===== config.mk =====
export PLATFORM = sky130hd
export DESIGN_NAME = cr16_exec_ctrl
export DESIGN_NICKNAME = d
export VERILOG_FILES = /design/src/rtl/cr16_pkg.sv /design/src/rtl/cr16_regfile.sv /design/src/rtl/cr16_exec_ctrl.sv
export SDC_FILE = /design/constraint.sdc
export NUM_CORES = 1
export LEC_CHECK = 0
export CORE_MARGIN = 2
export CORE_UTILIZATION = 35
export CTS_CLUSTER_SIZE = 40
export DETAILED_ROUTE_END_ITERATION = 16
export PLACE_DENSITY = 0.56
export SYNTH_ARGS = -nofsm -noshare
export SYNTH_HDL_FRONTEND = slang
export SYNTH_HIERARCHICAL = 1
export SYNTH_SLANG_ARGS = --single-unit

===== constraint.sdc =====
create_clock -name clk -period 2.6 [get_ports clk]
set_clock_uncertainty 0.2 [all_clocks]
set_input_delay 0.52 -clock clk [delete_from_list [all_inputs] [get_ports clk]]
set_output_delay 0.52 -clock clk [all_outputs]
set_load 0.01 [all_outputs]

===== src/rtl/cr16_pkg.sv =====
// Shared definitions for the CR16 execute controller: opcode classes, flag indices,
// FSM states and PSR update masks.
`default_nettype none

package cr16_pkg;

  // 4-bit class codes: ext field in register form, op field in immediate form
  localparam logic [3:0] OP_REG  = 4'h0;
  localparam logic [3:0] C_WAIT  = 4'h0;
  localparam logic [3:0] C_AND   = 4'h1;
  localparam logic [3:0] C_OR    = 4'h2;
  localparam logic [3:0] C_XOR   = 4'h3;
  localparam logic [3:0] C_NOT   = 4'h4;
  localparam logic [3:0] C_ADD   = 4'h5;
  localparam logic [3:0] C_ADDU  = 4'h6;
  localparam logic [3:0] C_ADDC  = 4'h7;
  localparam logic [3:0] C_LSH   = 4'h8;
  localparam logic [3:0] C_SUB   = 4'h9;
  localparam logic [3:0] C_SUBC  = 4'hA;
  localparam logic [3:0] C_CMP   = 4'hB;
  localparam logic [3:0] C_RSH   = 4'hC;
  localparam logic [3:0] C_MOV   = 4'hD;
  localparam logic [3:0] C_MUL   = 4'hE;
  localparam logic [3:0] C_ASH   = 4'hF;

  localparam int FL_L = 4;
  localparam int FL_C = 3;
  localparam int FL_F = 2;
  localparam int FL_Z = 1;
  localparam int FL_N = 0;

  localparam logic [4:0] MASK_ARITH = 5'b01111;
  localparam logic [4:0] MASK_CMP   = 5'b10011;
  localparam logic [4:0] MASK_MUL   = 5'b01011;
  localparam logic [4:0] MASK_LOGIC = 5'b00011;

  typedef enum logic [1:0] {
    IDLE   = 2'd0,
    DECODE = 2'd1,
    EXEC   = 2'd2
  } state_t;

  function automatic logic [4:0] flag_mask(input logic [3:0] code);
    logic [4:0] m;
    case (code)
      C_ADD, C_ADDU, C_ADDC, C_SUB, C_SUBC: m = MASK_ARITH;
      C_CMP:                                m = MASK_CMP;
      C_MUL:                                m = MASK_MUL;
      default:                              m = MASK_LOGIC;
    endcase
    return m;
  endfunction

  function automatic logic is_illegal_op(input logic [3:0] op);
    return (op == 4'h1) || (op == 4'h2) || (op == 4'h3) || (op == 4'h4);
  endfunction

  function automatic logic is_shift_op(input logic [3:0] op);
    return (op == C_LSH) || (op == C_RSH) || (op == C_ASH);
  endfunction

endpackage

`default_nettype wire


===== src/rtl/cr16_regfile.sv =====
// Register file: two combinational read ports, a debug read port and one
// synchronous write port, cleared by the asynchronous reset.
`default_nettype none

module cr16_regfile #(
  parameter int NREGS = 16,
  parameter int WIDTH = 16
) (
  input  logic                     clk,
  input  logic                     rst_n,
  input  logic                     we,
  input  logic [$clog2(NREGS)-1:0] waddr,
  input  logic [WIDTH-1:0]         wdata,
  input  logic [$clog2(NREGS)-1:0] raddr_a,
  output logic [WIDTH-1:0]         rdata_a,
  input  logic [$clog2(NREGS)-1:0] raddr_b,
  output logic [WIDTH-1:0]         rdata_b,
  input  logic [$clog2(NREGS)-1:0] dbg_addr,
  output logic [WIDTH-1:0]         dbg_data
);

  logic [WIDTH-1:0] regs [NREGS];

  always_ff @(posedge clk or negedge rst_n) begin
    if (!rst_n) begin
      for (int i = 0; i < NREGS; i++) begin
        regs[i] <= '0;
      end
    end else if (we) begin
      regs[waddr] <= wdata;
    end
  end

  // Reads see the stored value, so a read in the write cycle returns the old data
  assign rdata_a  = regs[raddr_a];
  assign rdata_b  = regs[raddr_b];
  assign dbg_data = regs[dbg_addr];

endmodule

`default_nettype wire


===== src/rtl/cr16_exec_ctrl.sv =====
// CR16 issue/writeback controller: latches one instruction, drives the ALU
// operands, then writes back the result and merges ALU flags into the PSR.
`default_nettype none

module cr16_exec_ctrl
  import cr16_pkg::*;
#(
  parameter int NREGS = 16,
  parameter int WIDTH = 16
) (
  input  logic                     clk,
  input  logic                     rst_n,
  input  logic                     instr_valid,
  output logic                     instr_ready,
  input  logic [15:0]              instr,
  output logic [7:0]               alu_opcode,
  output logic [WIDTH-1:0]         alu_a,
  output logic [WIDTH-1:0]         alu_b,
  input  logic [WIDTH-1:0]         alu_result,
  input  logic [4:0]               alu_flags,
  output logic [4:0]               psr,
  output logic                     done,
  output logic                     err,
  input  logic [$clog2(NREGS)-1:0] dbg_addr,
  output logic [WIDTH-1:0]         dbg_data
);

  localparam int AW = $clog2(NREGS);

  state_t state, state_nxt;

  logic [15:0]      instr_q;
  logic [3:0]       op;
  logic [3:0]       ext;
  logic [AW-1:0]    rd;
  logic [AW-1:0]    rs;
  logic [7:0]       imm8;
  logic [3:0]       code;
  logic             illegal;
  logic             is_wait;
  logic             wb_en;
  logic [4:0]       mask;
  logic [WIDTH-1:0] rf_a;
  logic [WIDTH-1:0] rf_b;
  logic [WIDTH-1:0] opnd_b;
  logic [7:0]       opc_dec;

  assign op   = instr_q[15:12];
  assign rd   = instr_q[8 +: AW];
  assign ext  = instr_q[7:4];
  assign rs   = instr_q[0 +: AW];
  assign imm8 = instr_q[7:0];

  // Register form carries its class in ext, immediate form in op
  assign code    = (op == OP_REG) ? ext : op;
  assign illegal = is_illegal_op(op);
  assign is_wait = (op == OP_REG) && (ext == C_WAIT);
  assign wb_en   = !illegal && !is_wait && (code != C_CMP);
  assign mask    = flag_mask(code);

  always_comb begin
    opc_dec = {op, 4'h0};
    opnd_b  = {{(WIDTH-8){imm8[7]}}, imm8};
    if (op == OP_REG) begin
      opc_dec = {4'h0, ext};
      opnd_b  = rf_b;
    end else if (op == C_MOV) begin
      opnd_b  = {{(WIDTH-8){1'b0}}, imm8};
    end else if (is_shift_op(op)) begin
      opnd_b  = {{(WIDTH-4){1'b0}}, imm8[3:0]};
    end
  end

  always_ff @(posedge clk or negedge rst_n) begin
    if (!rst_n) begin
      state <= IDLE;
    end else begin
      state <= state_nxt;
    end
  end

  always_comb begin
    state_nxt   = state;
    instr_ready = 1'b0;
    case (state)
      IDLE: begin
        instr_ready = 1'b1;
        if (instr_valid) begin
          state_nxt = DECODE;
        end
      end
      DECODE:  state_nxt = EXEC;
      EXEC:    state_nxt = IDLE;
      default: state_nxt = IDLE;
    endcase
  end

  always_ff @(posedge clk or negedge rst_n) begin
    if (!rst_n) begin
      instr_q    <= '0;
      alu_opcode <= '0;
      alu_a      <= '0;
      alu_b      <= '0;
      psr        <= '0;
      done       <= 1'b0;
      err        <= 1'b0;
    end else begin
      done <= 1'b0;
      err  <= 1'b0;
      if ((state == IDLE) && instr_valid) begin
        instr_q <= instr;
      end
      if (state == DECODE) begin
        alu_opcode <= opc_dec;
        alu_a      <= rf_a;
        alu_b      <= opnd_b;
      end
      if (state == EXEC) begin
        done <= 1'b1;
        err  <= illegal;
        // Only the class's flags are merged; ALU don't-care bits never reach psr
        if (!illegal && !is_wait) begin
          psr <= (psr & ~mask) | (alu_flags & mask);
        end
      end
    end
  end

  cr16_regfile #(
    .NREGS (NREGS),
    .WIDTH (WIDTH)
  ) u_regfile (
    .clk      (clk),
    .rst_n    (rst_n),
    .we       ((state == EXEC) && wb_en),
    .waddr    (rd),
    .wdata    (alu_result),
    .raddr_a  (rd),
    .rdata_a  (rf_a),
    .raddr_b  (rs),
    .rdata_b  (rf_b),
    .dbg_addr (dbg_addr),
    .dbg_data (dbg_data)
  );

endmodule

`default_nettype wire


Yosys cells after proc, flatten, opt, wreduce, memory -nomap -nowiden
Cells that the tools add are included.

Order comparisons: 4. Bitwise logic cells: 7. Multiplexer cells: 23. Reduce and logical (&&, ||, !) cells: 18. Equal/unequal tests: 19.

Operator list (number): 256-bit bitwise mux (1); 16-bit binary-select mux with 4-bit select (3); 16-bit two-way mux (10); 16-bit demux with 4-bit select (1); 4-bit equality test (second input constant) (8); 4-bit by 3-bit equality test with 1-bit output (second input constant) (4); 5-bit greater-or-equal comparator (second input constant) (3); 4-bit NOT with 5-bit output (3); 5-bit case mux with 3 select lines (1); 5-bit bitwise AND (2); 4-bit by 2-bit equality test with 1-bit output (second input constant) (2); 4-bit zero test (2); 8-bit two-way mux (1); 1-bit logical AND (6); 1-bit logical OR (5); 5-bit by 1-bit < comparator with 1-bit output (second input constant) (1); 5-bit NOT (1); 5-bit bitwise OR (1); 5-bit OR reduction (1); 4-bit by 1-bit equality test with 1-bit output (second input constant) (1); 4-bit two-way mux (1); 4-bit != test (second input constant) (1); 2-bit case mux with 2 select lines (1); 1-bit two-way mux (3); 7 further kinds (8).

Word-level logic and storage cells: 95. Register bits after elaboration: 321.

Logic depth before layout (Yosys ltp)
Depth in word-level cells: 8. Gate-level depth with buffers: 10. Depth with buffers taken out: 7.

By module
Netlist, hierarchy kept.

By module, submodules not included: cr16_regfile (cells each 985, area each 15258.4 µm², instances 1); cr16_exec_ctrl (cells each 266, area each 2728.9 µm², instances 1).

Least setup slack after synthesis
OpenSTA, ideal clock, no wires.

Path type: flip-flop to flip-flop. Start: register instr_q[14]. End: register u_regfile/regs[197] (netlist name). Clock period less this slack: 2.839 ns. Required time: 2.272 ns. Stages on the path, launching flop included: 11. Data arrival time: 2.512 ns. Slack: -0.239 ns. Setup time: 0.128 ns. Path through: dfrtp_1 buf_4 nor4_4 a21oi_1 a2111oi_2 and2b_1 nor3b_2 and3_1 buf_2 buf_2 mux2_1.

Cells in the longest elaborated chain, start to end: 8. Elaborated cells on any way between the ends: 16. Classes of those cells: eq/ne: 5; mux: 1; reduce/logical: 10.

RTL lines: from (decl) (RTL line cr16_exec_ctrl.sv:32) `logic [15:0] instr_q;`; from (signal assigned) (RTL line cr16_exec_ctrl.sv:111) `instr_q <= instr;`; 4-bit by 1-bit equality test with 1-bit output / 4-bit by 2-bit equality test with 1-bit output (equally long branches) (RTL line cr16_pkg.sv:55) `return (op == 4'h1) || (op == 4'h2) || (op == 4'h3) || (op == 4'h4);`; 1-bit logical OR (3 in series) (RTL line cr16_pkg.sv:55); 1-bit zero test (RTL line cr16_exec_ctrl.sv:58) `assign wb_en = !illegal && !is_wait && (code != C_CMP);`; 1-bit logical AND (RTL line cr16_exec_ctrl.sv:58); 1-bit logical AND (*) (RTL line cr16_exec_ctrl.sv:58); 1-bit logical AND (*) (RTL line cr16_exec_ctrl.sv:135) `.we ((state == EXEC) && wb_en),`; to (signal, indexed assignment) (RTL line cr16_regfile.sv:30) `regs[waddr] <= wdata;`; to (decl) (RTL line cr16_regfile.sv:22) `logic [WIDTH-1:0] regs [NREGS];`.

Mark *: on every way between the ends. The rest lies on a longest branch, timed or not. A chain may end at the register's enable or synchronous reset.

Final worst setup path
Start: register instr_q[15]. End: register u_regfile/regs[237] (netlist name).

The elaborated chain is that of the path after synthesis.

==> impl_metrics.json <==
{
  "start_util": 0.3520,
  "synth_edf_count": 0,
  "tns_ns": -38.92,
  "gr-total-overflow": 0,
  "hold_ws_ns": 0.2391,
  "cts_num_sinks": 321,
  "power.static_leakage_nw": 10.70,
  "routed_wl_um": 61410,
  "synthMuxAreaShare": 0.4195,
  "status": "complete, but fails checks",
  "powerDensity_mw_per_mm2": 1115,
  "hold_viol_final": 0,
  "violations": "setup timing",
  "grt_use_total": 0.2327,
  "core_region_area_mm2": 0.05109,
  "viasPerCell": 5.813,
  "synth_xor_xnor_area_share": 0,
  "cts_made_buffers": 40,
  "ff2ff_path_depth": 11,
  "grt_pass1_vias": 13460,
  "die-width_um": 230.7,
  "io_buffers": 107,
  "fp.dieArea_mm2": 0.05322,
  "dpl_cell_area_mm2": 0.02112,
  "hold_path.class": "in -> async",
  "synth_compound_area_frac": 0.05301,
  "critPathMaxStageDelay_ns": 0.46,
  "fill_cells": 4455,
  "die_h_um": 230.7,
  "netlist_instances": 1251,
  "setup_viol": 269,
  "path_max_fanout": 6,
  "path_depth": 11,
  "layout_setup_ws_ns": -0.2311,
  "maxCapViolCount": 0,
  "antenna_found_initial": 3,
  "clk_path_buf_depth": 3,
  "grt_max_degree": 69,
  "drtPass1Iterations": 5,
  "pre_cts_slack_ns": -0.5917,
  "synth-async-reset-ratio": 1.000,
  "yosys_register_bits": 321,
  "min_period_ns": 2.831,
  "yosysWarnings": 6,
  "cp_num_buf_inv": 4,
  "drtAntennaViolNets": 0,
  "tritoncts": "yes",
  "area_growth_syn_to_layout_pct": 35.04,
  "cp-end-kind": "register",
  "place_congestion": 0.8360,
  "cp_cell_sequence": "nor4_4 > buf_4 > a21oi_2 > a2111oi_4 > and2b_2 > nor3b_4 > buf_4 > nand2b_4 > buf_12 > buf_12 > mux2_4",
  "cp-start-kind": "register",
  "synth_simple_gate_area_frac": 0.05134,
  "synthAdderAreaFrac": 0,
  "path_class": "reg -> reg",
  "cp.required_ns": 2.84,
  "synth_top_family_by_area": "multiplexers",
  "ys_seq_area_frac": 0.4466,
  "h-tree-depth": 2,
  "synthesis.nets": 1295,
  "synth_area_mm2": 0.01799,
  "clk-insertion-delay-late_ns": 0.58,
  "cts_root_buf": "clkbuf_16",
  "synth.distinct_cells": 44,
  "rsz0062_at_grt": "yes",
  "place.detailed.hpwl_um": 38280,
  "crit_family": "simple AND/OR/NAND/NOR gates",
  "fin_area_mm2": 0.02429,
  "worstMarginPinSlew_ns": 0.7228,
  "synth_area_per_cell_um2": 14.38,
  "slowest_stage": "dfrtp_2",
  "fmax_ghz": 0.3532,
  "crit_arrival_ns": 3.07,
  "num_vias": 13030,
  "grt_pass1_wl_um": 90980,
  "clk_pin_slew_ns": 0.06,
  "ir_drop_mv": 0.4846,
  "slew_headroom": 0.5166,
  "first_iter_violations": 1231,
  "drive_gt1_frac": 0.5577,
  "layout.nets": 1573,
  "wl_per_cell_um": 27.40,
  "final-max-slew-violation-count": 0,
  "rows": 83,
  "drc": 0,
  "power.total_w": 0.02709,
  "boundaryPins": 108,
  "synth-main-ff-cell": "dfrtp_1",
  "post-route-period-util": 1.089
}
## path summary, 6_finish.rpt
kind / slack [ns] / from / end
max in group asynchronous: 1.19 / rst_n / u_regfile/regs[159]$_DFFE_PN0P_
worst max-delay path: -0.23 / instr_q[15]$_DFFE_PN0P_ / u_regfile/regs[237]$_DFFE_PN0P_
min in group clk: 0.27 / alu_opcode[3]$_DFFE_PN0N_ / alu_opcode[3]$_DFFE_PN0N_
worst min register to register: 0.27 / alu_opcode[3]$_DFFE_PN0N_ / alu_opcode[3]$_DFFE_PN0N_
worst max register to register: -0.23 / instr_q[15]$_DFFE_PN0P_ / u_regfile/regs[237]$_DFFE_PN0P_
worst min-delay path: 0.24 / rst_n / alu_b[10]$_DFFE_PN0N_
## routing by layer
metal	up-vias	GRT usage	wire length [um]
li1	5424	-	-
met1	6878	0.3203	26340
met2	594	0.3566	28180
met3	126	0.06361	4970
met4	4	0.07742	1889
met5	-	0	23
## cells by family after synthesis
logic type / count (synthesis)
simple gates: 206
buf+inv: 120
mux: 472
flops: 321
compound gates: 132
## power by group
group,leakage [nW],switching (W),internal (W),total (W)
clock network,0.706,0.00235,0.00372,0.00607
registers,4.07,0.00191,0.00717,0.00908
logic,5.93,0.00474,0.00720,0.0119
total,10.7,0.00900,0.0181,0.0271
## synth_stat cells (3+ instances only)
cell / number / share of area
buf_2: 44 / 0.012
nand3_1: 5 / 0.0014
or3_1: 3 / 0.0010
o21ai_0: 8 / 0.0022
mux2_2: 209 / 0.13
a221oi_1: 4 / 0.0019
nor2_1: 24 / 0.0050
a22oi_1: 96 / 0.040
mux2_1: 46 / 0.029
nor2b_1: 6 / 0.0021
nand2_1: 133 / 0.028
dfrtp_1: 321 / 0.45
nor2_2: 9 / 0.0031
nor3_1: 3 / 0.00083
buf_6: 3 / 0.0019
clkbuf_1: 61 / 0.013
mux2i_1: 5 / 0.0028
and2_1: 5 / 0.0017
inv_1: 3 / 0.00063
buf_1: 7 / 0.0015
o31ai_1: 3 / 0.0013
mux4_2: 192 / 0.24
a21oi_1: 14 / 0.0039
nand3b_1: 4 / 0.0017
nand2b_1: 5 / 0.0017
mux2_4: 20 / 0.017
## stage by stage
stage / util / instances
finish: 0.4754 / 2241
detailed placement: 0.4134 / 2057
floorplan: - / 1251
global placement: 0.4134 / 2057
global route: 0.4753 / 2240
CTS: 0.4682 / 2212
## state kept, by name, summed over array words and instances (netlist names), named ones only
register / count
alu_b: 16
psr: 2
instr_q: 16
alu_a: 16
done: 1
state: 2
u_regfile/regs: 256
err: 1
alu_opcode: 8
## final cells by class
type	count	area, um2	share of cell area
Multi-Input combinational cell	810	10080	0.4149
Sequential cell	321	8045	0.3312
Timing Repair Buffer	352	3861	0.1590
Clock buffer	55	1190	0.04899
Tap cell	680	850.8	0.03503
Clock inverter	18	246.5	0.01015
Inverter	4	15.01	0.0006181
Antenna cell	1	2.502	0.0001030
## layout by cell type, fill, tap and decap left out, types with 5 or more instances in the layout
master,instances
mux2_4,108
clkbuf_8,9
a21oi_1,13
mux2_1,5
clkdlybuf4s50_1,86
a22oi_2,26
buf_4,162
mux4_2,192
a22oi_1,70
nand2_2,7
clkinv_2,6
nand3_1,5
buf_12,60
mux2i_1,5
nor2_1,22
buf_2,8
mux2_2,162
buf_16,7
bufinv_16,5
buf_6,20
nand2_1,125
nor2_4,10
o21ai_0,8
clkbuf_16,42
dfrtp_1,315
## what timing repair did
| item | in CTS | in global routing |
|---|---|---|
| cloned | 8 | 0 |
| setup buffers | 73 | 29 |
| hold buffers | 1 | 0 |
| setup endpoints to repair | 272 | 278 |
| resized for setup | 220 | 41 |
| hold endpoints to repair | 48 | 0 |
| pin swaps | 34 | 13 |
No activity file was read; power rests on OpenSTA's default activity.
